**src/rtl/reg_c_pkg.sv**
```systemverilog
// Shared types and helpers for the reg_c_fold cyclic XOR-fold register.
package reg_c_pkg;

    typedef enum logic [1:0] {
        IDLE,
        RUN,
        DONE
    } state_t;

    localparam int MAX_W = 64;

    typedef logic [MAX_W-1:0] fold_vec_t;

    // One serial step on a w-bit register held in the low bits of r: shift toward
    // bit 0 and drop the injected XOR into bit w-1. Upper bits of r must be zero.
    function automatic fold_vec_t fold_step(input fold_vec_t r, input logic b, input int w);
        return (r >> 1) | (fold_vec_t'(b ^ r[0]) << (w - 1));
    endfunction

    function automatic bit cw_fits(input int cw, input int len, input int p);
        return cw >= $clog2(len + p + 1);
    endfunction

endpackage

```
**src/rtl/reg_c_fold_step.sv**
```systemverilog
// Combinational P-stage unrolled fold: applies m (<= P) serial steps starting at step index count.
module reg_c_fold_step
    import reg_c_pkg::*;
#(
    parameter int N         = 64,
    parameter int W         = 15,
    parameter int P         = 1,
    parameter int CW        = 11,
    parameter int MSB_FIRST = 1
) (
    input  logic [W-1:0]  reg_q,
    input  logic [N-1:0]  shadow,
    input  logic [CW-1:0] count,
    input  logic [CW-1:0] m,
    output logic [W-1:0]  reg_next
);

    logic [N-1:0]  ordered;
    logic [W-1:0]  r_acc;
    logic [CW-1:0] k;
    logic          b;

    // Reorder once so step k always reads bit k; indices >= N shift out to zero.
    for (genvar j = 0; j < N; j++) begin : g_order
        if (MSB_FIRST != 0) begin : g_msb
            assign ordered[j] = shadow[N-1-j];
        end else begin : g_lsb
            assign ordered[j] = shadow[j];
        end
    end

    always_comb begin
        r_acc = reg_q;
        k     = '0;
        b     = 1'b0;
        for (int i = 0; i < P; i++) begin
            k = count + CW'(i);
            b = |(ordered & (N'(1) << k));
            if (CW'(i) < m) begin
                r_acc = W'(fold_step(fold_vec_t'(r_acc), b, W));
            end
        end
        reg_next = r_acc;
    end

endmodule

```
**src/rtl/reg_c_fold.sv**
```systemverilog
// Parametrised cyclic XOR-fold register with start/busy/done handshake.
module reg_c_fold
    import reg_c_pkg::*;
#(
    parameter int N         = 64,
    parameter int W         = 15,
    parameter int P         = 1,
    parameter int LEN       = 64,
    parameter int MSB_FIRST = 1,
    parameter int CW        = 11
) (
    input  logic          clk,
    input  logic          rst_n,
    input  logic          start,
    input  logic          en,
    input  logic [N-1:0]  data_in,
    output logic          busy,
    output logic          done,
    output logic [CW-1:0] count,
    output logic [W-1:0]  data_out
);

    localparam logic [CW-1:0] LEN_C = CW'(LEN);
    localparam logic [CW-1:0] P_C   = CW'(P);

    if (!cw_fits(CW, LEN, P)) begin : g_cw_check
        $error("reg_c_fold: CW too narrow for LEN + P");
    end

    state_t        state;
    logic [N-1:0]  shadow;
    logic [CW-1:0] rem;
    logic [CW-1:0] m;
    logic [CW-1:0] next_count;
    logic [W-1:0]  fold_next;

    // Last enabled cycle takes only the remaining steps so count lands exactly on LEN.
    assign rem        = LEN_C - count;
    assign m          = (rem < P_C) ? rem : P_C;
    assign next_count = count + m;

    reg_c_fold_step #(
        .N        (N),
        .W        (W),
        .P        (P),
        .CW       (CW),
        .MSB_FIRST(MSB_FIRST)
    ) u_step (
        .reg_q   (data_out),
        .shadow  (shadow),
        .count   (count),
        .m       (m),
        .reg_next(fold_next)
    );

    always_ff @(posedge clk or negedge rst_n) begin
        if (!rst_n) begin
            state    <= IDLE;
            shadow   <= '0;
            data_out <= '0;
            count    <= '0;
            busy     <= 1'b0;
            done     <= 1'b0;
        end else if (start) begin
            state    <= RUN;
            shadow   <= data_in;
            data_out <= '0;
            count    <= '0;
            busy     <= 1'b1;
            done     <= 1'b0;
        end else begin
            case (state)
                RUN: begin
                    if (en) begin
                        data_out <= fold_next;
                        count    <= next_count;
                        if (next_count == LEN_C) begin
                            state <= DONE;
                            busy  <= 1'b0;
                            done  <= 1'b1;
                        end
                    end
                end
                DONE: begin
                    state <= IDLE;
                    done  <= 1'b0;
                end
                default: state <= IDLE;
            endcase
        end
    end

endmodule

```
**config.mk**
```make
export PLATFORM = sky130hd
export DESIGN_NAME = reg_c_fold
export DESIGN_NICKNAME = d
export VERILOG_FILES = /design/src/rtl/reg_c_pkg.sv /design/src/rtl/reg_c_fold_step.sv /design/src/rtl/reg_c_fold.sv
export SDC_FILE = /design/constraint.sdc
export NUM_CORES = 1
export LEC_CHECK = 0
export ABC_AREA = 0
export BUFFER_PORTS_ARGS = -buffer_cell sky130_fd_sc_hd__buf_4
export CORE_ASPECT_RATIO = 2
export CORE_UTILIZATION = 47
export CTS_BUF_LIST = sky130_fd_sc_hd__clkbuf_16
export DETAILED_ROUTE_END_ITERATION = 7
export GPL_ROUTABILITY_DRIVEN = 0
export PLACE_DENSITY = 0.69
export SYNTH_ARGS = -nofsm -noshare
export SYNTH_HDL_FRONTEND = slang
export SYNTH_SLANG_ARGS = --single-unit
export TNS_END_PERCENT = 50
```
**constraint.sdc**
```tcl
create_clock -name clk -period 5.83 [get_ports clk]
set_input_delay 0.2915 -clock clk [delete_from_list [all_inputs] [get_ports clk]]
set_output_delay 0.2915 -clock clk [all_outputs]
set_load 0.01 [all_outputs]
```
==> summary.txt <==
Run status
  • Status: complete, no violations

STA
  • Setup TNS: 0 ps
  • Min cycle time layout: 4720 ps
  • Tcrit/Tclk final: 80.9%
  • Skew final: 7.00 ps
  • RSZ-0062 raised after global routing: no
  • Maximum clock frequency: 212 MHz
  • Hold Vio Cnt, Final: 0
  • Final Max Tran Viols: 0
  • Worst-margin pin slew: 988 ps
  • Rel. slew slack: 34.1%
  • Final setup fails: 0

Place
  • DP Wirelength: 8630 um
  • Placed insts: 621
  • Area after DPL: 0.00558 sq mm
  • # port buffers: 95

Routing
  • Routed met1 length: 4300 um
  • Drt wl/cell: 18.4 um
  • Via density: 5.79
  • Pre-antenna DRT Iters: 5
  • DRC viols: 0
  • Met2 Routed Length: 6330 um
  • WL met3: 486 um
  • Routed Antenna Nets: 0
  • Vias: 3693
  • Top sig layer: met4
  • Final WL: 11800 um
  • Initial DRC Count: 220

Logic synthesis
  • Post-synth top area share: 48.8%
  • Cell with the most instances after synthesis: dfrtp_1
  • Seq/Total Area, Yosys: 48.8%
  • Post-synth top cells: dfrtp_1 (94), mux2_2 (64), nor2_1 (21)
  • Synthesized netlist net count: 491
  • Main flop type after synthesis: dfrtp_1
  • Syn Inst Count: 420
  • Mapped Area: 0.00482 sq mm
  • Yosys warning total: 0
  • Synth area leaders: dfrtp_1 (49%), mux2_2 (15%), mux2i_1 (3.7%), a22o_1 (2.5%), buf_2 (1.8%)
  • Avg Inst Size Synth: 11.5 sq um
  • Post-synth EDFFs: 0
  • #FFs+latches synth: 94
  • Yosys cell types: 69
  • Async set or reset register ratio after synthesis: 100%
  • Synth area leader: dfrtp_1

Power
  • Worst vdd ir: 0.233 mV
  • Leak: 2.51 nW
  • PD cells: 253 mW/mm^2

Global routing
  • First-pass GRT wire length: 19200 um
  • Initial antenna violation count: 0
  • Vias in the first global route: 3873
  • Total track usage: 23.7%
  • Largest net degree at the start of global routing: 81
  • Total grt overflow: 0

Hold path
  • Endpoint, Worst Hold: shadow[31]
  • HP Class: in2reg
  • Hold path start: data_in[31]
  • Hold Path Stages: 2

Setup path
  • R2r worst-path depth: 15
  • Required time of the critical path: 6080 ps
  • Reg-to-Reg Start: count[0]
  • FF-to-FF setup slack: 1110 ps
  • FF-to-FF End: done
  • WS Path Type: reg2reg
  • Endpoint class of the critical path: register
  • Critical path launch point type: register
  • CP Max Fanout: 25
  • CP Data Arrival Time: 4970 ps

Final layout
  • Final instance area: 0.00585 sq mm
  • Reg area: 0.00235 sq mm
  • Footprint of the multi-input gates: 0.00228 sq mm
  • Syn-to-layout area delta: 21.3%
  • Utilization after layout: 58.4%
  • Post-Layout Cell Count: 638
  • Fillers: 924
  • Nets: 569
  • N_diodes: 0
  • Share of cells above drive strength 1: 37.8%

Die
  • Chip Width: 73.6 um
  • Row count: 52
  • DIE HEIGHT: 145 um
  • Area of the core: 0.0100 sq mm
  • IO Pins: 96
  • Die area: 0.0107 sq mm
  • Initial core utilization: 48.1%

Clock network
  • CTS tree: done
  • Htree depth: 3
  • Clock root cell: clkbuf_16
  • CTS buffer count: 9
  • Post-CTS setup buffer count: 0
  • Clock Sinks: 94
  • Worst skew pair latency: 340 ps
  • Clk buf depth: 2
  • Clock slew at reported path FFs: 70 ps

Flow run
  • # Max-Cap Violations: 0
## layout make-up
cell class,instances,share of cell area [%]
well taps,135,2.89
flip-flops and latches,94,40.2
repair buffers,101,13.0
clock buffers,9,3.85
inverters,5,0.321
multi-input cells,287,39.0
clock inverters,7,0.706
## report_power, final
| part | switching, W | internal (W) | leakage, nW | total, W |
|---|---|---|---|---|
| logic | 0.000104 | 0.000113 | 1.22 | 0.000217 |
| registers | 0.0000386 | 0.000700 | 1.15 | 0.000739 |
| clock network | 0.000241 | 0.000286 | 0.132 | 0.000526 |
## repair_timing
item                                    in CTS  in global routing
gates resized for setup                      0                  0
endpoints found under the setup margin       0                  0
hold buffers                                 1                  0
endpoints found under the hold margin       32                  0
## cell usage in the layout (no fill, tap or decap), types with 4 or more instances in the layout
cell	instances
mux2_2	64
nand2b_1	5
a21oi_1	12
clkbuf_16	9
xnor2_1	6
nor2b_1	4
inv_1	5
nor2_1	21
nor4_1	4
nand2_1	18
mux2i_1	18
nand3b_1	9
nand3_1	14
dfrtp_1	94
a22o_1	14
nand4_1	4
o21ai_0	9
buf_4	100
o22ai_1	4
nor3_1	12
## logic make-up after synthesis
logic type	share of synthesized area, %
XOR/XNOR	1.63
AO/OA/AOI/OAI	11.6
other	0.0777
flip-flops	48.8
adder cells (fa/ha/maj)	0.778
buffers and inverters	3.86
AND/OR/NAND/NOR	14.6
multiplexers	18.7
## stage by stage
stage          hold slack, ps  total power, W  setup slack [ps]
2_1_floorplan           -4.09        0.000874              2410
3_3_place_gp              256        0.000959              1440
3_5_place_dp              267        0.000969              1220
4_1_cts                   173         0.00150              1190
5_1_grt                   172         0.00155               807
6_report                  183         0.00148              1110
## metal layers
| layer | up-vias | GRT usage [%] |
|---|---|---|
| met2 | 124 | 40.4 |
| met3 | 42 | 4.24 |
| met1 | 1823 | 26.7 |
| li1 | 1704 | - |
| met4 | 0 | 13.8 |
| met5 | - | 0 |
## state kept, by name, summed over array words and instances, names as in the netlist
| register | flops |
|---|---|
| done | 1 |
| data_out | 15 |
| busy | 1 |
| count | 11 |
| state | 2 |
| shadow | 64 |
## how the worst max path moves through the flow
stage          slack [ps]  cells past startpoint  startpoint    to
5_1_grt               810                     15    count[0]  done
3_3_place_gp         1440                     15    count[0]  busy
3_5_place_dp         1220                     15    count[0]  done
2_1_floorplan        2410                     15    count[0]  busy
6_report             1110                     15    count[0]  done
4_1_cts              1190                     15    count[0]  done
## worst max-delay path: stages, from the launching register on
cell and delay (ps):
dfrtp_1 900, clkinv_1 530, ha_1 400, nor2_1 110, mux2i_1 80, o21ai_0 290
nand4_1 230, and2_1 230, ha_1 230, a21oi_1 430, nor4b_4 120, xnor2_1 150
a211o_1 300, a211oi_2 310, a21oi_1 140, nor3_2 170
No activity file was read; power rests on OpenSTA's default activity.
